**config.mk**
```make
export PLATFORM = sky130hd
export DESIGN_NAME = uart_tx_arbiter
export DESIGN_NICKNAME = d
export VERILOG_FILES = /design/src/rtl/uart_tx_arbiter.sv
export SDC_FILE = /design/constraint.sdc
export NUM_CORES = 1
export LEC_CHECK = 0
export ABC_AREA = 1
export CORE_MARGIN = 2
export CORE_UTILIZATION = 55
export CTS_CLUSTER_DIAMETER = 60
export CTS_CLUSTER_SIZE = 20
export DETAILED_ROUTE_END_ITERATION = 12
export DONT_BUFFER_PORTS = 1
export PLACE_DENSITY = 0.81
export SYNTH_ARGS = -nofsm -noshare
export SYNTH_HDL_FRONTEND = slang
export SYNTH_SLANG_ARGS = --single-unit
```
**constraint.sdc**
```tcl
create_clock -name clk -period 6 [get_ports clk]
set_clock_uncertainty 0.05 [all_clocks]
set_input_delay 1.8 -clock clk [delete_from_list [all_inputs] [get_ports clk]]
set_output_delay 1.8 -clock clk [all_outputs]
set_load 0.03 [all_outputs]
```
**src/rtl/uart_tx_arbiter.sv**
```systemverilog
// Round-robin arbiter sharing one UART transmitter between NUM_REQ byte requesters,
// with per-frame locking and a start/active/done handshake toward the transmitter.
module uart_tx_arbiter #(
    parameter int NUM_REQ      = 4,
    parameter int LOCK_TIMEOUT = 65535
) (
    input  logic                   clk,
    input  logic                   rst,
    input  logic [NUM_REQ-1:0]     req_valid,
    input  logic [NUM_REQ-1:0]     req_last,
    input  logic [8*NUM_REQ-1:0]   req_data,
    output logic [NUM_REQ-1:0]     req_ack,
    output logic                   tx_begin,
    output logic [7:0]             tx_data,
    input  logic                   tx_active,
    input  logic                   tx_done,
    output logic [2:0]             owner,
    output logic                   locked,
    output logic                   busy
);

    typedef enum logic [1:0] {ARB, START, WAIT_DONE, HOLD} state_t;

    localparam logic [15:0] TMO_LAST = 16'(LOCK_TIMEOUT - 1);
    localparam logic [2:0]  RR_INIT  = 3'(NUM_REQ - 1);

    state_t             state, state_nxt;
    logic [2:0]         rr_ptr, rr_ptr_nxt;
    logic [15:0]        cnt, cnt_nxt;
    logic [NUM_REQ-1:0] req_ack_nxt;
    logic               tx_begin_nxt, locked_nxt, busy_nxt;
    logic [7:0]         tx_data_nxt;
    logic [2:0]         owner_nxt;

    logic [2:0] win;
    logic       win_found, win_last;
    logic [7:0] win_byte;
    logic       own_valid, own_last;
    logic [7:0] own_byte;
    logic       arb_issue, hold_issue, issue, hold_tmo;
    logic [2:0] iss_idx;
    logic [7:0] iss_byte;
    logic       iss_last;

    // Scan from the farthest candidate back to rr_ptr+1 so the nearest valid one wins.
    always_comb begin : rr_search
        int idx;
        win       = '0;
        win_found = 1'b0;
        win_byte  = '0;
        win_last  = 1'b0;
        idx       = 0;
        for (int k = NUM_REQ; k >= 1; k--) begin
            idx = int'(rr_ptr) + k;
            if (idx >= NUM_REQ) idx = idx - NUM_REQ;
            if (req_valid[idx]) begin
                win       = 3'(idx);
                win_found = 1'b1;
                win_byte  = req_data[8*idx +: 8];
                win_last  = req_last[idx];
            end
        end
    end

    always_comb begin
        own_valid = 1'b0;
        own_byte  = '0;
        own_last  = 1'b0;
        for (int i = 0; i < NUM_REQ; i++) begin
            if (owner == 3'(i)) begin
                own_valid = req_valid[i];
                own_byte  = req_data[8*i +: 8];
                own_last  = req_last[i];
            end
        end
    end

    assign arb_issue  = (state == ARB) && !tx_active && win_found;
    assign hold_issue = (state == HOLD) && own_valid;
    assign issue      = arb_issue || hold_issue;
    assign hold_tmo   = (state == HOLD) && !own_valid && (cnt == TMO_LAST);
    assign iss_idx    = hold_issue ? owner    : win;
    assign iss_byte   = hold_issue ? own_byte : win_byte;
    assign iss_last   = hold_issue ? own_last : win_last;

    always_ff @(posedge clk) begin
        if (rst) begin
            state    <= ARB;
            rr_ptr   <= RR_INIT;
            cnt      <= '0;
            owner    <= '0;
            tx_data  <= '0;
            tx_begin <= 1'b0;
            req_ack  <= '0;
            locked   <= 1'b0;
            busy     <= 1'b0;
        end else begin
            state    <= state_nxt;
            rr_ptr   <= rr_ptr_nxt;
            cnt      <= cnt_nxt;
            owner    <= owner_nxt;
            tx_data  <= tx_data_nxt;
            tx_begin <= tx_begin_nxt;
            req_ack  <= req_ack_nxt;
            locked   <= locked_nxt;
            busy     <= busy_nxt;
        end
    end

    always_comb begin
        state_nxt = state;
        case (state)
            ARB:       if (arb_issue) state_nxt = START;
            START:     if (tx_active) state_nxt = WAIT_DONE;
            WAIT_DONE: if (tx_done || !tx_active) state_nxt = locked ? HOLD : ARB;
            HOLD: begin
                if (hold_issue)    state_nxt = START;
                else if (hold_tmo) state_nxt = ARB;
            end
            default:   state_nxt = ARB;
        endcase
    end

    always_comb begin
        tx_begin_nxt = issue;
        tx_data_nxt  = issue ? iss_byte : tx_data;
        owner_nxt    = issue ? iss_idx  : owner;
        rr_ptr_nxt   = issue ? iss_idx  : rr_ptr;
        locked_nxt   = locked;
        if (issue)         locked_nxt = !iss_last;
        else if (hold_tmo) locked_nxt = 1'b0;
        // Counter only runs while waiting in HOLD; any exit leaves it cleared.
        cnt_nxt = '0;
        if ((state == HOLD) && !issue && !hold_tmo) cnt_nxt = cnt + 16'd1;
        busy_nxt    = (state_nxt != ARB);
        req_ack_nxt = '0;
        for (int i = 0; i < NUM_REQ; i++)
            req_ack_nxt[i] = issue && (iss_idx == 3'(i));
    end

endmodule

```
==> reports/metrics.csv <==
metric,value,unit
first_pass_iters,7,
nets,666,
grt_use_total,29.1,%
grt_pass1_vias,3733,
cts-htree-levels,2,
cp_max_fo,26,
p_per_area,536,mW/mm^2
cp_cell_sequence,inv_1 -> ha_1 -> inv_2 -> nand3_1 -> nand2_1 -> nand2_1 -> nor3_1 -> nor2_1 -> nand2_1 -> nand2_1 -> nand2_1,
cts_inserted_buffers,5,
clock_latency,0.30,ns
final_antenna_net_count,0,
synth_ff_type,dfxtp_1,
ctsLongestPathBuffers,2,
r2r-end,tx_data[4],
critPathCaptureType,flop,
boundaryPins,62,
path_clk_slew,0.09,ns
yosysWarnings,0,
rows,28,
io_buffers,0,
grt_max_degree,47,
clock_sinks,38,
ys_seq_area_share,21.8,%
layout_setup_ws,1.86,ns
hold_viol_final,0,
synthesis.nets,687,
initial_core_util,57.8,%
syn_inst,639,
rr_startpoint,rr_ptr[1],
worst_slew_pin_slew,1.17,ns
synth_mux_area_share,0,%
fin_crit_sh,69.0,%
vias,4054,
p_total,1.89,mW
synthXorXnorAreaFrac,1.51,%
slew_headroom,21.9,%
status,finished clean,
path_common_cell,nand2_1,
path_class,flop to flop,
ys_types,40,
die_y,83.6,microns
drc,0,
viasPerCell,5.84,
vdd_drop_max,285,uV
grt_pass1_wl,17.0,mm
setup_viol,0,
cts_tree,built,
synth_top_family_by_area,simple AND/OR/NAND/NOR gates,
post_cts_buffers,0,
worstHoldStart,cnt[0],
drtIter0Drc,418,
overflow,0,
cts_root_buf,clkbuf_8,
worstPathRequired,6.18,ns
drive_gt1_share,4.68,%
synth.ff_latch_count,38,
synth_area_per_cell,5.45,sq um
fin_crit,4.14,ns
hpwl,7.15,mm
finalWirelength,10.3,mm
slowest_delay,0.98,ns
place_congestion,0.884,
n_fill_cell,616,
crit_slowest_cell,dfxtp_1,
fin_setup_tns,0,ns
holdPathEnd,cnt[0],
rsz0062_at_grt,false,
hp-class,flop to flop,
synth_edf_count,0,
async_reset_ff_share,0,%
hold_buffers,0,
antenna_found_initial,0,
power_leakage,1.66,nW
fp.dieW,83.6,microns
die-area,0.00699,sq mm
synthSimpleGateAreaFrac,51.6,%
n_antenna_cell,0,
area_growth,1.29,%
maxCapViolCount,0,
wl_per_cell,14.9,microns
max_freq,241,MHz
final_max_slew_viol_count,0,
reg2reg_slack,1.86,ns
worstHoldPathCells,1,
synth-adder-area-share,1.44,%
core_area,0.00603,sq mm
worstPathArrival,4.32,ns
synth_compound_area_share,14.1,%
syn-cell-area,0.00348,sq mm
rr_worst_depth,11,
dp_slack,2.08,ns
cts-resized-gates,0,
startpoint_type,flop,
## worst max path at each step
stage | cells past startpoint | from | to
after floorplan | 11 | req_valid[0] | req_ack[1]
after global placement | 11 | rr_ptr[1] | tx_data[4]
after detailed placement | 11 | rr_ptr[1] | tx_data[4]
after CTS | 11 | rr_ptr[1] | tx_data[4]
after global routing | 11 | rr_ptr[1] | tx_data[5]
final | 11 | rr_ptr[1] | tx_data[4]
## per-layer routing
layer / up-vias / track usage [%] / part of all wire, %
met5: - / 0 / 0
met4: 0 / 9.97 / 2.4
met3: 32 / 6.53 / 10
met2: 225 / 48.7 / 46
met1: 1781 / 37.0 / 41
li1: 2016 / - / -
## report_power, final
| group | internal [mW] | leakage (nW) | switching (mW) | total (mW) |
|---|---|---|---|---|
| combinational | 0.382 | 1.30 | 0.849 | 1.23 |
| sequential | 0.304 | 0.309 | 0.171 | 0.475 |
| clock | 0.0924 | 0.0472 | 0.0938 | 0.186 |
## cell families after synthesis
| logic type | after synthesis |
|---|---|
| fa+ha+maj | 4 |
| buf+inv | 75 |
| flops | 38 |
| simple gates | 428 |
| compound gates | 88 |
| xor+xnor | 6 |
## cells in the final DEF, fill, tap and decap left out, drive strengths merged
cell      count
nand4        10
buf           2
nand3b        1
o22ai         1
dfxtp        38
inv          44
nand2       269
and3          1
nor4          1
clkinv        2
clkinvlp      1
clkbuf        6
nor3         16
a21boi        2
and3b         1
a31oi         1
or2           1
o21bai        1
nor2         75
xor2          3
nand3        53
o211ai        2
o2111ai       9
ha            4
o21ai        26
a21oi        46
xnor2         3
## critical path, delay by kind of cell (launching register included)
family | cells | cell delay, ns
flip-flops | 1 | 0.98
buffers and inverters | 2 | 0.89
adder cells (fa/ha/maj) | 1 | 0.69
AND/OR/NAND/NOR | 8 | 1.44
## flip-flops by register name (all words and copies together), names as in the netlist
signal    cells
busy          1
cnt          16
locked        1
owner         3
req_ack       4
rr_ptr        2
state         2
tx_begin      1
tx_data       8
## synth_stat cells (2+ instances only)
cell	count	area, sq um
nor3_1	14	70.1
o21ai_0	24	120
inv_1	38	143
nand4_1	9	56.3
nor2_1	73	274
nand3_1	52	260
ha_1	4	50.1
nand2_2	3	18.8
buf_4	6	45.0
buf_2	13	65.1
clkbuf_1	7	26.3
a21oi_1	46	230
buf_1	3	11.3
o21ai_1	2	10.0
xnor2_1	3	26.3
inv_2	5	18.8
nor2_2	2	12.5
o211ai_1	2	15.0
nand2_1	264	991
dfxtp_1	38	761
xor2_1	3	26.3
nand2_4	2	22.5
o2111ai_1	9	78.8
## per-stage QoR
step	area (sq um)	instances	hold WS [ns]	util [%]
after floorplan	3480	639	0.380	-
after global placement	3430	686	0.392	57.0
after detailed placement	3430	686	0.402	57.0
after CTS	3530	694	0.420	58.6
after global routing	3530	694	0.454	58.6
final	3530	694	0.412	58.6
## area by class of cell
type	instances	area, sq um	area share, %
multi-input combinational	526	2390	67.8
sequential	38	761	21.6
inverter	45	171	4.86
tap	75	93.8	2.66
clock buffer	6	82.6	2.34
timing repair buffer	2	15.0	0.425
clock inverter	2	12.5	0.354
(Power assumes the default switching activity.)
